[config.mk]
export PLATFORM = sky130hd
export DESIGN_NAME = handshake_const_check
export DESIGN_NICKNAME = d
export VERILOG_FILES = /design/src/rtl/handshake_const_check.sv
export SDC_FILE = /design/constraint.sdc
export NUM_CORES = 1
export LEC_CHECK = 0
export BUFFER_PORTS_ARGS = -buffer_cell sky130_fd_sc_hd__clkbuf_2
export CORE_ASPECT_RATIO = 0.75
export CORE_MARGIN = 2
export CORE_UTILIZATION = 30
export CTS_CLUSTER_DIAMETER = 30
export CTS_CLUSTER_SIZE = 24
export DETAILED_ROUTE_END_ITERATION = 8
export GPL_TIMING_DRIVEN = 0
export PLACE_DENSITY = 0.73
export REMOVE_ABC_BUFFERS = 1
export SYNTH_ARGS = -nofsm -noshare
export SYNTH_HDL_FRONTEND = slang
export SYNTH_SLANG_ARGS = --single-unit
[constraint.sdc]
create_clock -name clk -period 2.8 [get_ports clk]
set_input_delay 0.7 -clock clk [delete_from_list [all_inputs] [get_ports clk]]
set_output_delay 0.7 -clock clk [all_outputs]
set_load 0.02 [all_outputs]
[src/rtl/handshake_const_check.sv]
// handshake_const_check: elastic sink that compares each accepted token against
// a constant, emits a 1-bit match token through a 2-entry buffer and keeps a
// saturating mismatch counter.
// Optional first-mismatch capture is built when HANDSHAKE_CONST_CHECK_CAPTURE_EN
// is defined; otherwise err_valid/err_data are tied to zero.
module handshake_const_check #(
    parameter int unsigned DATA_WIDTH  = 32,
    parameter logic [31:0] CONST_VALUE = 32'hE4E,
    parameter int unsigned CNT_WIDTH   = 8
) (
    input  logic                  clk,
    input  logic                  rst,
    input  logic [DATA_WIDTH-1:0] ins,
    input  logic                  ins_valid,
    output logic                  ins_ready,
    output logic                  outs,
    output logic                  outs_valid,
    input  logic                  outs_ready,
    output logic [CNT_WIDTH-1:0]  mismatch_count,
    output logic                  err_valid,
    output logic [DATA_WIDTH-1:0] err_data
);

    localparam logic [DATA_WIDTH-1:0] EXPECTED = DATA_WIDTH'(CONST_VALUE);
    localparam logic [CNT_WIDTH-1:0]  CNT_MAX  = '1;

    typedef enum logic [1:0] {
        OCC_EMPTY = 2'd0,
        OCC_ONE   = 2'd1,
        OCC_FULL  = 2'd2
    } occ_t;

    occ_t                 occ;
    occ_t                 occ_nxt;
    logic                 slot0;
    logic                 slot1;
    logic                 slot0_nxt;
    logic                 slot1_nxt;
    logic [CNT_WIDTH-1:0] cnt_nxt;
    logic                 accept;
    logic                 pop;
    logic                 result;

    assign accept = ins_valid & ins_ready;
    assign pop    = outs_valid & outs_ready;
    assign result = (ins == EXPECTED);

    // slot0 is always the head entry, so it drives outs directly
    assign outs = slot0;

    // Next occupancy, buffer contents and counter value
    always_comb begin
        occ_nxt   = occ;
        slot0_nxt = slot0;
        slot1_nxt = slot1;
        cnt_nxt   = mismatch_count;

        case (occ)
            OCC_EMPTY: begin
                if (accept) begin
                    slot0_nxt = result;
                    occ_nxt   = OCC_ONE;
                end
            end
            OCC_ONE: begin
                if (accept && pop) begin
                    slot0_nxt = result;
                end else if (accept) begin
                    slot1_nxt = result;
                    occ_nxt   = OCC_FULL;
                end else if (pop) begin
                    occ_nxt   = OCC_EMPTY;
                end
            end
            OCC_FULL: begin
                // ins_ready is low here, so only a pop can happen
                if (pop) begin
                    slot0_nxt = slot1;
                    occ_nxt   = OCC_ONE;
                end
            end
            default: begin
                occ_nxt = OCC_EMPTY;
            end
        endcase

        if (accept && !result && (mismatch_count != CNT_MAX)) begin
            cnt_nxt = mismatch_count + CNT_WIDTH'(1);
        end
    end

    // State register; handshake flags are precomputed from next occupancy
    always_ff @(posedge clk or negedge rst) begin
        if (!rst) begin
            occ            <= OCC_EMPTY;
            slot0          <= 1'b0;
            slot1          <= 1'b0;
            ins_ready      <= 1'b0;
            outs_valid     <= 1'b0;
            mismatch_count <= '0;
        end else begin
            occ            <= occ_nxt;
            slot0          <= slot0_nxt;
            slot1          <= slot1_nxt;
            ins_ready      <= (occ_nxt != OCC_FULL);
            outs_valid     <= (occ_nxt != OCC_EMPTY);
            mismatch_count <= cnt_nxt;
        end
    end

`ifdef HANDSHAKE_CONST_CHECK_CAPTURE_EN
    // Capture the first mismatching token after reset and hold it
    always_ff @(posedge clk or negedge rst) begin
        if (!rst) begin
            err_valid <= 1'b0;
            err_data  <= '0;
        end else if (accept && !result && !err_valid) begin
            err_valid <= 1'b1;
            err_data  <= ins;
        end
    end
`else
    assign err_valid = 1'b0;
    assign err_data  = '0;
`endif

endmodule

==> results of run 1 <==
==> placed cells by master (no fill, tap or decap) <==
cell type	count
mux2_4	1
xnor2_1	1
clkbuf_8	4
clkbuf_2	46
nand2_1	7
and4b_1	2
inv_1	3
nor2b_1	1
nor4_2	4
nor4b_2	1
xor2_1	6
nor2_1	7
conb_1	33
nand3_1	5
or2_2	1
nand4_1	2
mux2_2	2
o21ai_0	1
a21o_1	1
nor4_1	1
o21ai_2	1
o21a_1	1
dfrtp_1	14
and3_1	2
a21oi_1	1
o22ai_1	1
nor3_1	3
a31oi_1	2
ha_1	1
==> final timing paths <==
| check | slack (ns) | end | from |
|---|---|---|---|
| min | 0.35 | mismatch_count[2] | rst |
| max in group asynchronous | 2.18 | slot1 | rst |
| max | 0.97 | mismatch_count[1] | ins[5] |
| min in group clk | 0.49 | mismatch_count[6] | mismatch_count[6] |
| min reg2reg | 0.49 | mismatch_count[6] | mismatch_count[6] |
| max reg2reg | 1.05 | mismatch_count[7] | mismatch_count[0] |
==> critical path, stage by stage <==
cell and delay (ns):
clkbuf_2 0.08, nor4_1 0.28, nand4_1 0.19, o21ai_2 0.38
mux2_4 0.33
==> registers in the layout (all words and copies together), names as in the netlist <==
signal          flops
slot1               1
ins_ready           1
mismatch_count      8
outs                1
occ                 2
outs_valid          1
==> report_power, final <==
group | switching, mW | leakage, nW | total (mW) | internal (mW)
registers | 0.0864 | 0.175 | 0.366 | 0.280
logic | 0.241 | 0.468 | 0.398 | 0.157
clock network | 0.0760 | 0.0288 | 0.201 | 0.125
==> cells by family after synthesis <==
family / after synthesis
DFF: 14
and+or+nand+nor: 36
other: 1
buffers and inverters: 36
adders and majority gates: 1
xor gates and xnor gates: 7
AOI/OAI and AO/OA: 8
muxes: 3
==> synthesized netlist by cell type <==
library cell,instances
o22ai_1,1
and3_1,2
conb_1,1
xor2_1,6
a21oi_1,1
o21a_1,1
nand2_1,7
o21ai_2,1
and4b_1,2
nor3_1,3
nor4b_2,1
nor4_1,1
inv_1,3
mux2_2,2
nor4_2,4
xnor2_1,1
a31oi_1,2
nand3_1,5
mux2_4,1
dfrtp_1,14
or2_2,1
ha_1,1
nor2b_1,1
o21ai_0,1
nor2_1,7
nand4_1,2
buf_4,33
a21o_1,1
==> routing by layer <==
layer / global-route usage [%] / part of all wire, % / vias to the layer above / wire length, µm
li1: - / - / 393 / -
met1: 11.5 / 42 / 371 / 779
met2: 18.9 / 49 / 38 / 891
met3: 4.49 / 8.4 / 2 / 154
met4: 2.52 / 0.38 / 0 / 7
met5: 0 / 0 / - / 0
==> per-stage QoR <==
stage / hold slack [ns] / power (mW) / instances / setup WS (ns) / cell area, µm²
6_report: 0.353 / 0.965 / 195 / 0.973 / 1210
5_1_grt: 0.381 / 1.04 / 195 / 0.787 / 1210
4_1_cts: 0.365 / 0.974 / 195 / 0.949 / 1210
3_5_place_dp: 0.486 / 0.773 / 191 / 0.678 / 1150
3_3_place_gp: 0.477 / 0.759 / 191 / 0.692 / 1150
2_1_floorplan: 0.404 / 0.634 / 105 / 0.949 / 871
==> area by class of cell <==
cell class                      instances  share of cell area, %
Clock buffer                            4                   4.56
Timing Repair Buffer                   46                   19.1
Tap cell                               40                   4.15
Inverter                                3                  0.934
Multi-Input combinational cell         88                   42.2
Sequential cell                        14                   29.0
==> results.py, run 1 <==
metrics = {
    "floorplan": {
        "fp.dieW_um": 70.6,
        "die-area_um2": 3810,
        "initial_core_util_pct": 30.8,
        "fp-row-count": 18,
        "ioPinCount": 80,
        "die_h_um": 54.0,
        "core_um2": 3240,
    },
    "logic_synthesis": {
        "synthAdderAreaFrac_pct": 1.25,
        "avgSynthCellArea_um2": 9.42,
        "synth_top_area_share_pct": 35.1,
        "synth-compound-area-share_pct": 5.26,
        "syn_inst": 106,
        "synthXorXnorAreaFrac_pct": 6.14,
        "synthMuxAreaShare_pct": 3.76,
        "ys_seq_elements": 14,
        "syn-cell-area_um2": 998,
        "yosysWarnings": 0,
        "yosys.area.top_type": "dfrtp_1",
        "synthSimpleGateAreaFrac_pct": 22.2,
        "synth-seq-area-share_pct": 35.1,
        "synth_cell_types": 28,
        "synth_area_leaders": "dfrtp_1, buf_4, xor2_1",
        "synth_top_family_by_area": "buffers and inverters",
    },
    "detailed_routing": {
        "drc": 0,
        "viasPerCell": 4.12,
        "postRouteWirelength_um": 1830,
        "wl_per_cell_um": 9.40,
        "drt-initial-drc-count": 32,
        "vias": 804,
        "firstDrtPassIters": 4,
        "ant_nets": 0,
    },
    "final_layout": {
        "final_util_pct": 37.2,
        "syn_to_final_growth_pct": 20.8,
        "final_layout_size_suffix_gt1_share_pct": 38.7,
        "antennaDiodeCount": 0,
        "regArea_um2": 350,
        "fillers": 351,
        "fin_nets": 193,
        "multiInputGateArea_um2": 509,
    },
    "sta": {
        "tns_ns": 0,
        "maxSlewViolCount": 0,
        "rsz0062_at_grt": "false",
        "setup_violations": 0,
        "period_share_pct": 65.3,
        "period_minus_slack_ns": 1.83,
        "hold_viol": 0,
        "final.setup_skew_ns": 0.00154,
        "fmax_ghz": 0.547,
    },
    "setup_path": {
        "cp.required_ns": 2.93,
        "critPathLaunchType": "input pin",
        "critPathKind": "in2reg",
        "arrival_ns": 1.96,
        "path_max_fanout": 8,
        "cp-end-kind": "flop",
        "r2r_cells": 6,
    },
    "clock_tree": {
        "cts-root-buf": "clkbuf_8",
        "cts_tree": "done",
        "clock_sinks": 14,
        "htreeDepth": 1,
        "cts-resized-gates": 0,
        "insertion_delay_ns": 0.25,
        "cts_hold_buffers": 0,
        "clk_pin_slew_ns": 0.06,
        "post-cts-setup-buffers": 0,
        "cts_buffers": 3,
        "clk_path_buf_depth": 2,
    },
    "grt": {
        "antenna_found_initial": 0,
        "grt_start_max_net_pins": 15,
        "grt_pass1_wl_um": 3020,
        "grt_pass1_vias": 696,
        "overflow": 0,
        "track_usage_pct": 10.4,
    },
    "outcome": {
        "status": "finished, final reports clean",
    },
    "power_and_ir_drop": {
        "p_per_area_nw_per_um2": 800,
        "leakage_nw": 0.671,
        "vdd_drop_max_uv": 500,
    },
    "job": {
        "cap_viol_max_count": 0,
    },
    "placed_design": {
        "routabilityCongestion": 0.735,
        "io_buffer_count": 46,
        "dpl.hpwl_um": 1550,
    },
    "min_path": {
        "hold_class": "in2async",
    },
}
No activity file was read; power rests on OpenSTA's default activity.
==> inputs of run 2 (changes only) <==
--- a/config.mk
+++ b/config.mk
@@ -13,7 +13,7 @@
 export CTS_CLUSTER_SIZE = 24
 export DETAILED_ROUTE_END_ITERATION = 8
 export GPL_TIMING_DRIVEN = 0
-export PLACE_DENSITY = 0.73
+export PLACE_DENSITY = 0.76
 export REMOVE_ABC_BUFFERS = 1
 export SYNTH_ARGS = -nofsm -noshare
 export SYNTH_HDL_FRONTEND = slang
==> constraint.sdc (replaced) <==
create_clock -name clk -period 1.65 [get_ports clk]
set_input_delay 0.4125 -clock clk [delete_from_list [all_inputs] [get_ports clk]]
set_output_delay 0.4125 -clock clk [all_outputs]
set_load 0.02 [all_outputs]
==> run 2 against run 1 <==
Die area stayed put. Combinational power increased by 94%. Via count is 0.62% lower. Sequential share of layout area fell by 1.5 points. Sequential power rose by 67%. Clock-buffer cell count stayed put. Worst hold slack got worse by 0.29 ns. Cell area grew 5.4%. Largest power group unchanged. Worst setup slack worse by 0.88 ns. Largest cell class unchanged. Critical endpoint is now mismatch_count[5].
==> results.py, run 2 (synthesized netlist as in run 1, its figures left out) <==
metrics = {
    "final_layout": {
        "top_regs": "mismatch_count: 8 flops, occ: 2 flops",
        "largest_reg_flops": 8,
        "final_cell_mix": "clkbuf_2, conb_1, dfrtp_1",
        "syn_to_final_growth_pct": 27.3,
        "final_cell_area_um2": 1270,
        "antennaDiodeCount": 0,
        "final_layout_size_suffix_gt1_share_pct": 43.7,
        "final_common_cell": "clkbuf_2",
        "fin_nets": 196,
        "largest-register": "mismatch_count",
    },
    "grt": {
        "grt_pass1_wl_um": 3260,
        "track_usage_pct": 11.6,
        "overflow": 0,
        "grt_pass1_vias": 711,
        "antenna_found_initial": 0,
        "grt_start_max_net_pins": 15,
    },
    "detailed_routing": {
        "ant_nets": 0,
        "wl_per_cell_um": 10.1,
        "drt-initial-drc-count": 8,
        "postRouteWirelength_um": 1990,
        "firstDrtPassIters": 4,
        "vias": 799,
        "drc": 0,
        "viasPerCell": 4.04,
    },
    "clock_tree": {
        "cts-root-buf": "clkbuf_8",
        "cts_tree": "done",
        "clock_sinks": 14,
        "clk_path_buf_depth": 2,
        "insertion_delay_ns": 0.25,
        "cts_buffers": 3,
        "clk_pin_slew_ns": 0.06,
        "htreeDepth": 1,
    },
    "sta": {
        "period_minus_slack_ns": 1.56,
        "postLayoutSetupSlackWorst_ns": 0.0942,
        "setup_violations": 0,
        "final.setup_skew_ns": 0.00236,
        "hold_viol": 0,
        "rsz0062_at_grt": "false",
        "fmax_ghz": 0.643,
        "maxSlewViolCount": 0,
        "period_share_pct": 94.3,
    },
    "setup_path": {
        "cp.required_ns": 1.82,
        "crit_chain": "ha_2 -> and3_4 -> a31oi_4 -> o21ai_4 -> nor3_2 -> xor2_1",
        "crit_buf_inv": 0,
        "arrival_ns": 1.72,
        "crit_path_top_delay_cell": "dfrtp_1",
        "r2r_slack_ns": 0.09,
        "cpLargestDelayFamily": "flip-flops",
        "cp-end-kind": "flop",
        "cp_num_cells": 6,
        "worstReg2RegStart": "mismatch_count[0]",
        "rr_endpoint": "mismatch_count[5]",
        "r2r_cells": 6,
        "critPathLaunchType": "flop",
        "critPathKind": "reg2reg",
        "path_max_fanout": 8,
        "crit_start": "mismatch_count[0]",
        "critPathMaxStageDelay_ns": 0.40,
        "crit_end": "mismatch_count[5]",
    },
    "power_and_ir_drop": {
        "p_per_area_nw_per_um2": 1360,
        "p_comb_share_pct": 44.8,
        "clockPowerShare_pct": 19.7,
        "seq_power_share_pct": 35.5,
        "power_switching_share_pct": 41.8,
        "p_int_mw": 1.00,
        "leakage_nw": 0.685,
        "p_sw_uw": 721,
        "vdd_drop_max_uv": 953,
    },
    "floorplan": {
        "fp.dieW_um": 70.6,
        "initial_core_util_pct": 30.8,
        "core_um2": 3240,
        "die-area_um2": 3810,
        "die_h_um": 54.0,
        "ioPinCount": 80,
        "fp-row-count": 18,
    },
    "placed_design": {
        "place_area_um2": 1150,
        "routabilityCongestion": 0.747,
        "place_ws_ns": -0.182,
        "io_buffer_count": 46,
        "dpl.hpwl_um": 1650,
    },
    "min_path": {
        "hold_class": "in2async",
    },
    "outcome": {
        "status": "finished, final reports clean",
    },
    "job": {
        "cap_viol_max_count": 0,
    },
}
-- run 2: power groups by stage --
stage          Combinational [mW]  Clock (mW)  Sequential [mW]
2_1_floorplan               0.340           0            0.736
3_3_place_gp                0.667           0            0.623
3_5_place_dp                0.681           0            0.631
4_1_cts                     0.757       0.354            0.611
5_1_grt                     0.853       0.376            0.633
6_report                    0.772       0.339            0.613
-- run 2: metal layers --
layer	global-route usage [%]	vias to the layer above	share of wire [%]	wire [µm]
met1	13.3	354	42	831
met5	0	-	0	0
met3	4.68	5	9.2	184
li1	-	397	-	-
met4	6.60	0	1.9	38
met2	18.9	43	47	936
-- run 2: area by class of cell --
cell class	count	area [µm²]
multi-input combinational	88	552
clock buffer	4	55.1
timing repair buffer	49	253
sequential	14	350
fill	348	1970
inverter	3	11.3
tap	40	50.0
-- run 2: how the worst min path moves through the flow --
stage           endpoint  start
5_1_grt             outs    rst
3_3_place_gp        outs    rst
6_report            outs    rst
4_1_cts             outs    rst
3_5_place_dp        outs    rst
2_1_floorplan  ins_ready    rst
-- run 2: timing repair --
| action | 4_1_cts | 5_1_grt |
|---|---|---|
| buffers inserted | 3 | 0 |
| gates resized for setup | 3 | 5 |
| hold buffers | 0 | 0 |
| endpoints found under the setup margin | 6 | 8 |
| pin swaps | 3 | 3 |
-- run 2: metrics by stage --
stage | utilization [%] | setup TNS [ns] | cells | hold WS (ns) | power [mW]
final | 39.2 | 0 | 198 | 0.0671 | 1.72
after detailed placement | 35.5 | -0.894 | 191 | 0.348 | 1.31
after global placement | 35.5 | -0.643 | 191 | 0.331 | 1.29
after CTS | 38.3 | 0 | 198 | 0.0736 | 1.72
after global routing | 39.2 | 0 | 198 | 0.0862 | 1.86
after floorplan | - | -0.0560 | 105 | 0.117 | 1.08
